## src/rtl/core_ex_regfile_mp.sv

```systemverilog
// Multi-port execute-stage integer register file with optional write-to-read bypass
// and a per-register busy scoreboard for RAW hazard stalls; x0 is hard-wired zero.
module core_ex_regfile_mp #(
    parameter int unsigned XLEN    = 32,
    parameter int unsigned RF_NUM  = 32,
    parameter int unsigned RFIDX_W = 5,
    parameter int unsigned NRD     = 2,
    parameter int unsigned NWR     = 1,
    parameter int unsigned BYPASS  = 1
) (
    input  logic                     clk,
    input  logic                     rst_n,
    input  logic [NRD*RFIDX_W-1:0]   rd_idx,
    output logic [NRD*XLEN-1:0]      rd_dat,
    output logic [NRD-1:0]           rd_busy,
    input  logic [NWR-1:0]           wb_wen,
    input  logic [NWR*RFIDX_W-1:0]   wb_idx,
    input  logic [NWR*XLEN-1:0]      wb_dat,
    input  logic [NWR-1:0]           wb_clr,
    input  logic                     sb_set,
    input  logic [RFIDX_W-1:0]       sb_idx,
    output logic                     sb_busy_any
);

    logic [XLEN-1:0]    regs_q [RF_NUM];
    logic [XLEN-1:0]    regs_d [RF_NUM];
    logic [RF_NUM-1:0]  busy_q;
    logic [RF_NUM-1:0]  busy_d;
    logic [RFIDX_W-1:0] widx;
    logic [RFIDX_W-1:0] ridx;

    // Next state: ascending port order lets the highest port win a write conflict,
    // and the set is applied after clears so a fresh producer keeps the bit busy.
    always_comb begin : next_state
        regs_d = regs_q;
        busy_d = busy_q;
        widx   = '0;
        for (int p = 0; p < int'(NWR); p++) begin
            widx = wb_idx[p*RFIDX_W +: RFIDX_W];
            if (wb_wen[p] && (widx != '0)) begin
                regs_d[widx] = wb_dat[p*XLEN +: XLEN];
            end
            if (wb_wen[p] && wb_clr[p]) begin
                busy_d[widx] = 1'b0;
            end
        end
        if (sb_set) begin
            busy_d[sb_idx] = 1'b1;
        end
        busy_d[0] = 1'b0;
    end

    // Per-register enabled flops, cleared asynchronously.
    always_ff @(posedge clk or negedge rst_n) begin : state_regs
        if (!rst_n) begin
            for (int i = 0; i < int'(RF_NUM); i++) begin
                regs_q[i] <= '0;
            end
            busy_q <= '0;
        end else begin
            for (int i = 0; i < int'(RF_NUM); i++) begin
                regs_q[i] <= regs_d[i];
            end
            busy_q <= busy_d;
        end
    end

    // Combinational read; a value being retired this cycle is forwarded, so it is no hazard.
    always_comb begin : read_ports
        rd_dat  = '0;
        rd_busy = '0;
        ridx    = '0;
        for (int k = 0; k < int'(NRD); k++) begin
            ridx = rd_idx[k*RFIDX_W +: RFIDX_W];
            rd_dat[k*XLEN +: XLEN] = regs_q[ridx];
            rd_busy[k]             = busy_q[ridx];
            if (BYPASS != 0) begin
                for (int p = 0; p < int'(NWR); p++) begin
                    if (wb_wen[p] && (wb_idx[p*RFIDX_W +: RFIDX_W] == ridx)) begin
                        rd_dat[k*XLEN +: XLEN] = wb_dat[p*XLEN +: XLEN];
                        if (wb_clr[p]) begin
                            rd_busy[k] = 1'b0;
                        end
                    end
                end
            end
            if (ridx == '0) begin
                rd_dat[k*XLEN +: XLEN] = '0;
                rd_busy[k]             = 1'b0;
            end
        end
    end

    assign sb_busy_any = |busy_q;

endmodule

```

## config.mk

```make
export PLATFORM = sky130hd
export DESIGN_NAME = core_ex_regfile_mp
export DESIGN_NICKNAME = d
export VERILOG_FILES = /design/src/rtl/core_ex_regfile_mp.sv
export SDC_FILE = /design/constraint.sdc
export NUM_CORES = 2
export LEC_CHECK = 0
export CORE_MARGIN = 2
export CORE_UTILIZATION = 40
export CTS_CLUSTER_DIAMETER = 200
export CTS_CLUSTER_SIZE = 14
export DETAILED_ROUTE_END_ITERATION = 8
export SKIP_CTS_REPAIR_TIMING = 1
export SYNTH_ARGS = -nofsm -noshare
export SYNTH_HDL_FRONTEND = slang
export SYNTH_SLANG_ARGS = --single-unit
```

## constraint.sdc

```tcl
create_clock -name clk -period 3.3 [get_ports clk]
set_input_delay 0.66 -clock clk [delete_from_list [all_inputs] [get_ports clk]]
set_output_delay 0.66 -clock clk [all_outputs]
set_load 0.01 [all_outputs]
```

==> impl_metrics.yaml <==
run_status:
  status: "finished with violations"
  violations: "setup timing"
die:
  rows: 138
  die_area_um2: 145000
  start_util: 0.402
  die-height_um: 381
  io_pins: 124
  die_x_um: 381
  core_um2: 141000
logic_synthesis:
  ys_types: 65
  yosysTopAreaCell: "dfrtp_1"
  synth_edf_count: 0
  async_reset_ff_frac: 1.00
  synth.ff_latch_count: 1055
  yosysTopAreaCellShare: 0.464
  synth.area.top_cells: "dfrtp_1, mux2_2, mux4_2"
  netlist_area_um2: 56800
  synth_seq_area_share: 0.464
  synthFlopType: "dfrtp_1"
  yosys_warnings: 0
  syn_avg_cell_area_um2: 14.5
  syn_inst: 3917
  syn_nets: 3974
sta:
  report.final.hold_viol_count: 0
  fin_worst_skew_ns: 0
  setup-tns-final_ns: -0.738
  period_needed_ns: 3.40
  slew_headroom: 0.564
  tightest_slew_ns: 0.654
  rsz0062_at_grt: "yes"
  hold-worst-slack_ns: 0.394
  fin_crit_sh: 1.03
  slew_violations: 0
  worst_slack_ns: -0.104
  setup_viol: 17
  timing.fmax_mhz: 294
place:
  port_buffers: 123
  dp_hpwl_mm: 137
  place_inst: 6055
  place_congestion: 0.862
  placed_area_um2: 64500
cells_and_area:
  layout_commonest_cell: "dfrtp_1"
  post-route-util: 0.503
  layout_common_cells: "dfrtp_1, mux2_2, buf_4"
  final_cell_area_um2: 71000
  finalNetCount: 4491
  instances_no_fill: 6332
  layout-drive-gt1-share: 0.588
  area_growth_pct: 24.9
drt:
  initialDrtViolationCount: 4448
  num_vias: 40851
  wl_per_cell_um: 34.1
  drtAntennaViolNets: 0
  drc_errors: 0
  via_per_inst: 6.45
  wl_mm: 216
  drt_pass1_iterations: 5
critical_path:
  start_kind: "input pin"
  critical_path_required_ns: 2.64
  cp_data_arrival_time_ns: 2.74
  path_max_fanout: 6
  cp-end-kind: "output port"
  path_class: "input pin to output port"
pwr:
  leakagePower_nw: 30.7
  vdd_drop_max_uv: 456
  power_density_nw_per_um2: 514
clock_tree:
  cts_tree: "yes"
  cts-root-buf: "clkbuf_16"
  clk_pin_slew_ns: 0.07
  cts_made_buffers: 85
  htreeDepth: 3
  clock_path_buffers: 3
  clk_latency_ns: 0.71
  cts_sinks: 1055
min_path:
  hp-class: "register to register"
global_routing:
  grt_max_degree: 111
  grt-ovfl-total: 0
  grt_usage: 0.284
  antenna_found_initial: 1
  grt_pass1_wl_mm: 299
  grt_pass1_vias: 40178
job:
  maxCapViolations: 0
final cells by class:
type | instances | area (um^2)
antenna | 2 | 5.00
clock buffer | 89 | 2230
clock inverter | 4 | 48.8
fill | 12167 | 70300
inverter | 6 | 37.5
multi-input combinational | 2420 | 29900
sequential | 1055 | 26400
tap | 1890 | 2360
timing repair buffer | 866 | 9980
cells by family after synthesis:
| family | synth area share |
|---|---|
| multiplexers | 0.409 |
| flip-flops | 0.464 |
| AO/OA/AOI/OAI | 0.0612 |
| buffers and inverters | 0.0403 |
| AND/OR/NAND/NOR | 0.0233 |
| XOR/XNOR | 0.00154 |
critical path: stages:
cell,delay [ns]
buf_16,0.13
buf_12,0.11
buf_12,0.12
buf_16,0.15
buf_4,0.12
mux4_2,0.53
a221oi_4,0.28
o21ai_2,0.18
o221a_2,0.29
buf_4,0.15
metal layers:
metal,GRT usage,wire (um)
met1,0.390,88200
met2,0.441,99100
met3,0.0521,17500
met4,0.121,11000
met5,0,0
synthesized netlist by cell type, drive strengths merged (6+ instances only):
cell type  number
nand2          34
nor3           31
xor2            6
buf           228
nor2           90
a211oi         16
o22ai          72
a22o           12
mux2i         202
or3             7
o211ai         27
nor2b          14
mux4          440
nor3b           6
a221o          17
a221oi         36
a21oi          74
mux2         1006
a211o          27
o221a           9
nand2b          9
clkbuf        208
nand3          13
o21ai         113
nor4           12
dfrtp        1055
nand3b         11
a22oi          97
registers in the layout, indices dropped and copies added (netlist names):
register  flops
busy_q       31
regs_q     1024
path summary, 6_finish.rpt:
path,slack (ns),cells after the start,from,to
hold / removal,0.39,0,regs_q[1011]$_DFFE_PN0P_,regs_q[1011]$_DFFE_PN0P_
setup reg to reg,2.46,1,regs_q[374]$_DFFE_PN0P_,regs_q[374]$_DFFE_PN0P_
hold reg to reg,0.39,0,regs_q[1011]$_DFFE_PN0P_,regs_q[1011]$_DFFE_PN0P_
max in group asynchronous,1.66,4,rst_n,regs_q[201]$_DFFE_PN0P_
min in group asynchronous,0.47,2,rst_n,regs_q[358]$_DFFE_PN0P_
setup / recovery,-0.10,10,rd_idx[0],rd_dat[21]
where the power goes:
group / total (mW) / switching (mW) / leakage [nW] / internal, mW
Clock: 9.70 / 4.93 / 1.12 / 4.77
Sequential: 17.3 / 1.89 / 13.5 / 15.4
Combinational: 9.51 / 3.97 / 16.1 / 5.54
Total: 36.5 / 10.8 / 30.7 / 25.7
stage by stage:
step	setup WS [ns]	power (mW)
floorplan	0.278	22.6
global placement	-0.955	25.8
detailed placement	-0.963	26.1
CTS	-0.978	35.7
global route	-0.119	37.9
finish	-0.104	36.5
(Power assumes the default switching activity.)
